[src/rtl/riscv_core_issue_ctrl.sv]
// Issue controller: register scoreboard with writeback bypass, branch serialisation
// and illegal-instruction drain/trap handshake between decode and execute.
module riscv_core_issue_ctrl #(
  parameter int MAX_INFLIGHT = 4
) (
  input  logic        clk,
  input  logic        rstn,
  input  logic        id_valid,
  output logic        id_ready,
  input  logic [4:0]  id_rsj_addr,
  input  logic [4:0]  id_rsk_addr,
  input  logic [4:0]  id_rsd_addr,
  input  logic        id_rsj_valid,
  input  logic        id_rsk_valid,
  input  logic        id_rsd_valid,
  input  logic        id_is_branch,
  input  logic        id_illegal,
  output logic        issue_en,
  output logic        ex_valid,
  input  logic        ex_ready,
  output logic [4:0]  ex_rsd_addr,
  output logic        ex_rsd_valid,
  input  logic        wb_valid,
  input  logic [4:0]  wb_rd_addr,
  input  logic        br_resolve_valid,
  output logic        trap_req,
  input  logic        trap_ack,
  output logic [31:0] sb_busy,
  output logic [3:0]  inflight
);

  localparam logic [3:0] MAX_INF = 4'(MAX_INFLIGHT);

  typedef enum logic [1:0] {RUN, BR_WAIT, TRAP_DRAIN, TRAP} state_t;

  state_t      r_state, w_state_nxt;
  logic [31:0] r_sb;
  logic [3:0]  r_inflight;
  logic        r_ex_valid;
  logic [4:0]  r_ex_rsd_addr;
  logic        r_ex_rsd_valid;

  logic        w_wb_clr, w_rd_nz, w_hazard, w_slot_free, w_cap_ok, w_issue, w_set;
  logic [31:0] w_clr_mask, w_set_mask, w_eb;
  logic [3:0]  w_inf_wb;

  // Writeback bypass: a register written back this cycle already counts as free.
  assign w_wb_clr    = wb_valid & (wb_rd_addr != 5'd0) & r_sb[wb_rd_addr];
  assign w_clr_mask  = w_wb_clr ? (32'd1 << wb_rd_addr) : 32'd0;
  assign w_eb        = r_sb & ~w_clr_mask;
  assign w_inf_wb    = r_inflight - {3'd0, w_wb_clr};

  assign w_rd_nz     = id_rsd_valid & (id_rsd_addr != 5'd0);
  assign w_hazard    = (id_rsj_valid & w_eb[id_rsj_addr]) |
                       (id_rsk_valid & w_eb[id_rsk_addr]) |
                       (w_rd_nz & w_eb[id_rsd_addr]);
  assign w_slot_free = !r_ex_valid | ex_ready;
  assign w_cap_ok    = !w_rd_nz | (w_inf_wb < MAX_INF);

  always_comb begin
    w_state_nxt = r_state;
    id_ready    = 1'b0;
    w_issue     = 1'b0;
    trap_req    = 1'b0;
    case (r_state)
      RUN: begin
        if (id_valid & id_illegal) begin
          w_state_nxt = TRAP_DRAIN;
        end else begin
          id_ready = id_valid & !w_hazard & w_slot_free & w_cap_ok;
          w_issue  = id_ready;
          if (w_issue & id_is_branch) w_state_nxt = BR_WAIT;
        end
      end
      BR_WAIT: if (br_resolve_valid) w_state_nxt = RUN;
      TRAP_DRAIN: if ((w_inf_wb == 4'd0) && !r_ex_valid) w_state_nxt = TRAP;
      TRAP: begin
        trap_req = 1'b1;
        // The ack consumes the illegal instruction without issuing it.
        if (trap_ack) begin
          id_ready    = 1'b1;
          w_state_nxt = RUN;
        end
      end
      default: w_state_nxt = RUN;
    endcase
  end

  assign w_set      = w_issue & w_rd_nz;
  assign w_set_mask = w_set ? (32'd1 << id_rsd_addr) : 32'd0;

  always_ff @(posedge clk or negedge rstn) begin
    if (!rstn) begin
      r_state        <= RUN;
      r_sb           <= 32'd0;
      r_inflight     <= 4'd0;
      r_ex_valid     <= 1'b0;
      r_ex_rsd_addr  <= 5'd0;
      r_ex_rsd_valid <= 1'b0;
    end else begin
      r_state    <= w_state_nxt;
      // Set wins over a same-cycle clear of the same bit; the counter nets to zero.
      r_sb       <= (w_eb | w_set_mask) & ~32'd1;
      r_inflight <= r_inflight + {3'd0, w_set} - {3'd0, w_wb_clr};
      if (w_issue) begin
        r_ex_valid     <= 1'b1;
        r_ex_rsd_addr  <= id_rsd_addr;
        r_ex_rsd_valid <= w_rd_nz;
      end else if (ex_ready) begin
        r_ex_valid     <= 1'b0;
      end
    end
  end

  assign issue_en     = w_issue;
  assign ex_valid     = r_ex_valid;
  assign ex_rsd_addr  = r_ex_rsd_addr;
  assign ex_rsd_valid = r_ex_rsd_valid;
  assign sb_busy      = r_sb;
  assign inflight     = r_inflight;

endmodule
[config.mk]
export PLATFORM = sky130hd
export DESIGN_NAME = riscv_core_issue_ctrl
export DESIGN_NICKNAME = d
export VERILOG_FILES = /design/src/rtl/riscv_core_issue_ctrl.sv
export SDC_FILE = /design/constraint.sdc
export NUM_CORES = 1
export LEC_CHECK = 0
export CAP_MARGIN = 20
export CORE_MARGIN = 10
export CORE_UTILIZATION = 40
export DETAILED_ROUTE_END_ITERATION = 8
export PLACE_DENSITY = 0.68
export SLEW_MARGIN = 20
export SYNTH_ARGS = -nofsm -noshare
export SYNTH_HDL_FRONTEND = slang
export SYNTH_SLANG_ARGS = --single-unit
[constraint.sdc]
create_clock -name clk -period 8.45 [get_ports clk]
set_clock_uncertainty 0.1 [all_clocks]
set_input_delay 1.69 -clock clk [delete_from_list [all_inputs] [get_ports clk]]
set_output_delay 1.69 -clock clk [all_outputs]
set_load 0.005 [all_outputs]
==> impl_metrics.ini <==
[worst_setup_path]
critical_path_class = in2out
endpoint_kind = output pin
startpoint_type = input pin
r2r_slack_ns = 3.02
crit_arrival_ns = 6.33
cp_max_fo = 15
critical_path_required_ns = 6.66

[cts]
path_clk_slew_ns = 0.07
cts_tree = yes
cts_made_buffers = 5
clk_latency_ns = 0.31
clk_path_buf_depth = 2
h-tree-depth = 2
cts_setup_buffers = 0
cts.sink_count = 44
cts_root_buf = clkbuf_8

[power]
clock_power_share_pct = 20.9
p_per_area_mw_per_mm2 = 179.0
irDropWorstVdd_v = 0.0001715
seq_power_share_pct = 34.5
power_frac_comb_pct = 44.6
power.switching_uw = 320.8
switching_share_pct = 35.76
p_int_uw = 576.3
p_leak_uw = 0.001952
p_total_uw = 897.1

[timing]
period_minus_slack_ns = 8.121
post-route-period-util_pct = 96.11
finalSetupTns_ns = 0
fmaxAchievable_mhz = 123.1
tightest_slew_ns = 0.9957
setup-violations-final = 0
relSlewSlack_pct = 33.62
rsz0062_at_grt = no
setup_ws_ns = 0.3291
report.final.hold_viol_count = 0
maxSlewViolCount = 0

[routing]
vias_per_cell = 6.357
drtIter0Drc = 472
drt-pass1-iter-count = 5
drc = 0
final_antenna_net_count = 0
routed-via-count = 4278
routedWlPerCell_um = 22.84
wl_um = 15370

[final_layout]
area_delta_synth_final_pct = 23.03
nets = 585
antennaDiodeCount = 0
drive_above_1_share_pct = 11.85
finish.utilization_pct = 50.81

[global_route]
grt_pass1_wl_um = 23820
grt.overflow.total = 0
track_usage_pct = 20.41
first_global_vias = 4195
antenna_found_initial = 0
grt_max_degree = 45

[hold_path]
hp-class = reg2reg

[floorplanning]
std_cell_rows = 36
die_w_um = 120.9
core_area_mm2 = 0.009864
die-area_mm2 = 0.01462
start_util_pct = 41.30
ios = 78
dieHeight_um = 120.9

[synthesis]
synth_area_mm2 = 0.004074
ys.flop_type = dfrtp_1
synth_cell_types = 78
synth.net_count = 526
synth-seq-area-share_pct = 27.03
yosys_warnings = 0
synthCells = 481
async_flop_share_pct = 100.0
syn_area_per_cell_um2 = 8.470
synth-seq-cells = 44
synth_edf_count = 0

[place]
place.gp.congestion = 1.011
pre_cts_ws_ns = 0.2756
hpwl_um = 12260
numPortBuffers = 76

[flow_run]
maxCapViolCount = 0

[outcome]
outcome = finished, final reports clean
## sequential cells by signal, indices dropped and copies added (netlist names)
name and count:
sb_busy 31, inflight 4, r_state 2, ex_valid 1, ex_rsd_valid 1, ex_rsd_addr 5
## critical path, cell delays in order
cell             delay (ns)
clkdlybuf4s50_1        0.58
buf_4                  0.26
mux2_2                 0.36
o221a_2                0.30
a22oi_1                0.25
nor2_1                 0.07
o21a_1                 0.24
ha_1                   0.24
ha_1                   0.20
xor2_1                 0.16
a21oi_1                0.16
buf_4                  0.15
nand2_1                0.05
nor4b_1                0.27
o22ai_1                0.15
or4_4                  0.51
a21oi_1                0.17
clkdlybuf4s50_1        0.52
## Yosys cell counts (all sizes together) (3+ instances only)
library cell / number / area share (%)
or4: 3 / 0.55
or2: 7 / 1.1
buf: 17 / 3.3
o22ai: 10 / 1.8
xor2: 4 / 0.86
a21boi: 3 / 0.55
a211oi: 8 / 1.5
ha: 12 / 3.7
o21ai: 43 / 5.3
nand2b: 15 / 2.6
o221ai: 3 / 0.65
nor2: 24 / 2.2
o311ai: 4 / 0.86
nor3: 13 / 1.6
or3: 6 / 0.92
nor2b: 8 / 1.2
clkbuf: 19 / 1.8
a21oi: 11 / 1.4
and2: 4 / 0.61
inv: 26 / 2.4
o2111ai: 3 / 0.65
o31ai: 28 / 6.0
nand4: 5 / 0.77
nand3: 12 / 1.5
nand2: 50 / 4.6
o41ai: 5 / 1.6
mux2i: 21 / 5.2
a31oi: 8 / 1.2
mux2: 9 / 2.5
a221oi: 3 / 0.80
o211ai: 10 / 1.8
mux4: 4 / 2.3
dfrtp: 44 / 27
a22oi: 3 / 0.68
## kinds of logic after synthesis
| group | count (synthesis) | synth area share [%] |
|---|---|---|
| XOR/XNOR | 6 | 1.290 |
| other | 1 | 0.09205 |
| adder cells (fa/ha/maj) | 13 | 4.177 |
| AND/OR/NAND/NOR | 155 | 19.32 |
| multiplexers | 34 | 9.951 |
| AO/OA/AOI/OAI | 165 | 30.47 |
| buffers and inverters | 63 | 7.678 |
| flip-flops | 44 | 27.03 |
## per-layer routing
metal	GRT usage, %	part of all wire (%)	vias to the layer above
li1	-	-	1937
met2	32.55	45	246
met5	0	0	-
met4	6.561	2.6	0
met1	27.36	43	2062
met3	3.397	8.5	33
## worst paths after layout
kind                                             from                    endpoint  cells past startpoint
max reg2reg                      sb_busy[2]$_DFF_PN0_       inflight[2]$_DFF_PN0_                     22
min reg2reg                ex_rsd_addr[2]$_DFFE_PN0P_  ex_rsd_addr[2]$_DFFE_PN0P_                      2
max in group asynchronous                        rstn        ex_valid$_DFFE_PN0P_                      1
max                                     wb_rd_addr[0]                    id_ready                     18
min                        ex_rsd_addr[2]$_DFFE_PN0P_  ex_rsd_addr[2]$_DFFE_PN0P_                      2
min in group asynchronous                        rstn       sb_busy[17]$_DFF_PN0_                      1
## power groups by stage
stage | combinational (µW) | clock (µW) | sequential, µW
after floorplan | 218 | 0 | 300
after global placement | 392 | 0 | 311
after detailed placement | 400 | 0 | 311
after CTS | 402 | 190 | 308
after global routing | 443 | 201 | 316
final | 400 | 188 | 309
## cell type report
| class | instances | area, µm² |
|---|---|---|
| Tap cell | 133 | 166.4 |
| Multi-Input combinational cell | 374 | 2664 |
| Fill cell | 940 | 4852 |
| Clock buffer | 5 | 68.82 |
| Clock inverter | 2 | 60.06 |
| Timing Repair Buffer | 88 | 845.8 |
| Inverter | 27 | 106.4 |
| Sequential cell | 44 | 1101 |
## through the flow
step / cell area (µm²) / hold WS [ns] / cells
5_1_grt: 5012 / 0.4201 / 673
6_report: 5012 / 0.3873 / 673
2_1_floorplan: 4074 / 0.3699 / 481
4_1_cts: 5009 / 0.3928 / 673
3_5_place_dp: 4880 / 0.3790 / 666
3_3_place_gp: 4880 / 0.3636 / 666
## layout by cell type (no fill, tap or decap), types with 5 or more instances in the layout
cell and count:
clkdlybuf4s50_1 75, nand2_1 50, dfrtp_1 44, o21ai_0 38
inv_1 26, nor2_1 24, mux2i_1 21, o31ai_1 21
nor3_1 13, nand2b_1 12, nand3_1 12, ha_1 12
buf_4 12, a21oi_1 11, o211ai_1 10, mux2_2 9
nor2b_1 8, a211oi_1 8, o22ai_1 8, a31oi_1 8
o31ai_2 7, or3_1 6, o21ai_1 5, nand4_1 5
clkbuf_8 5
## repair_timing
item,in CTS,in global routing
endpoints found under the setup margin,0,2
resized for setup,0,1
hold buffers,0,0
Note: power is estimated with default switching activity, not from simulation.
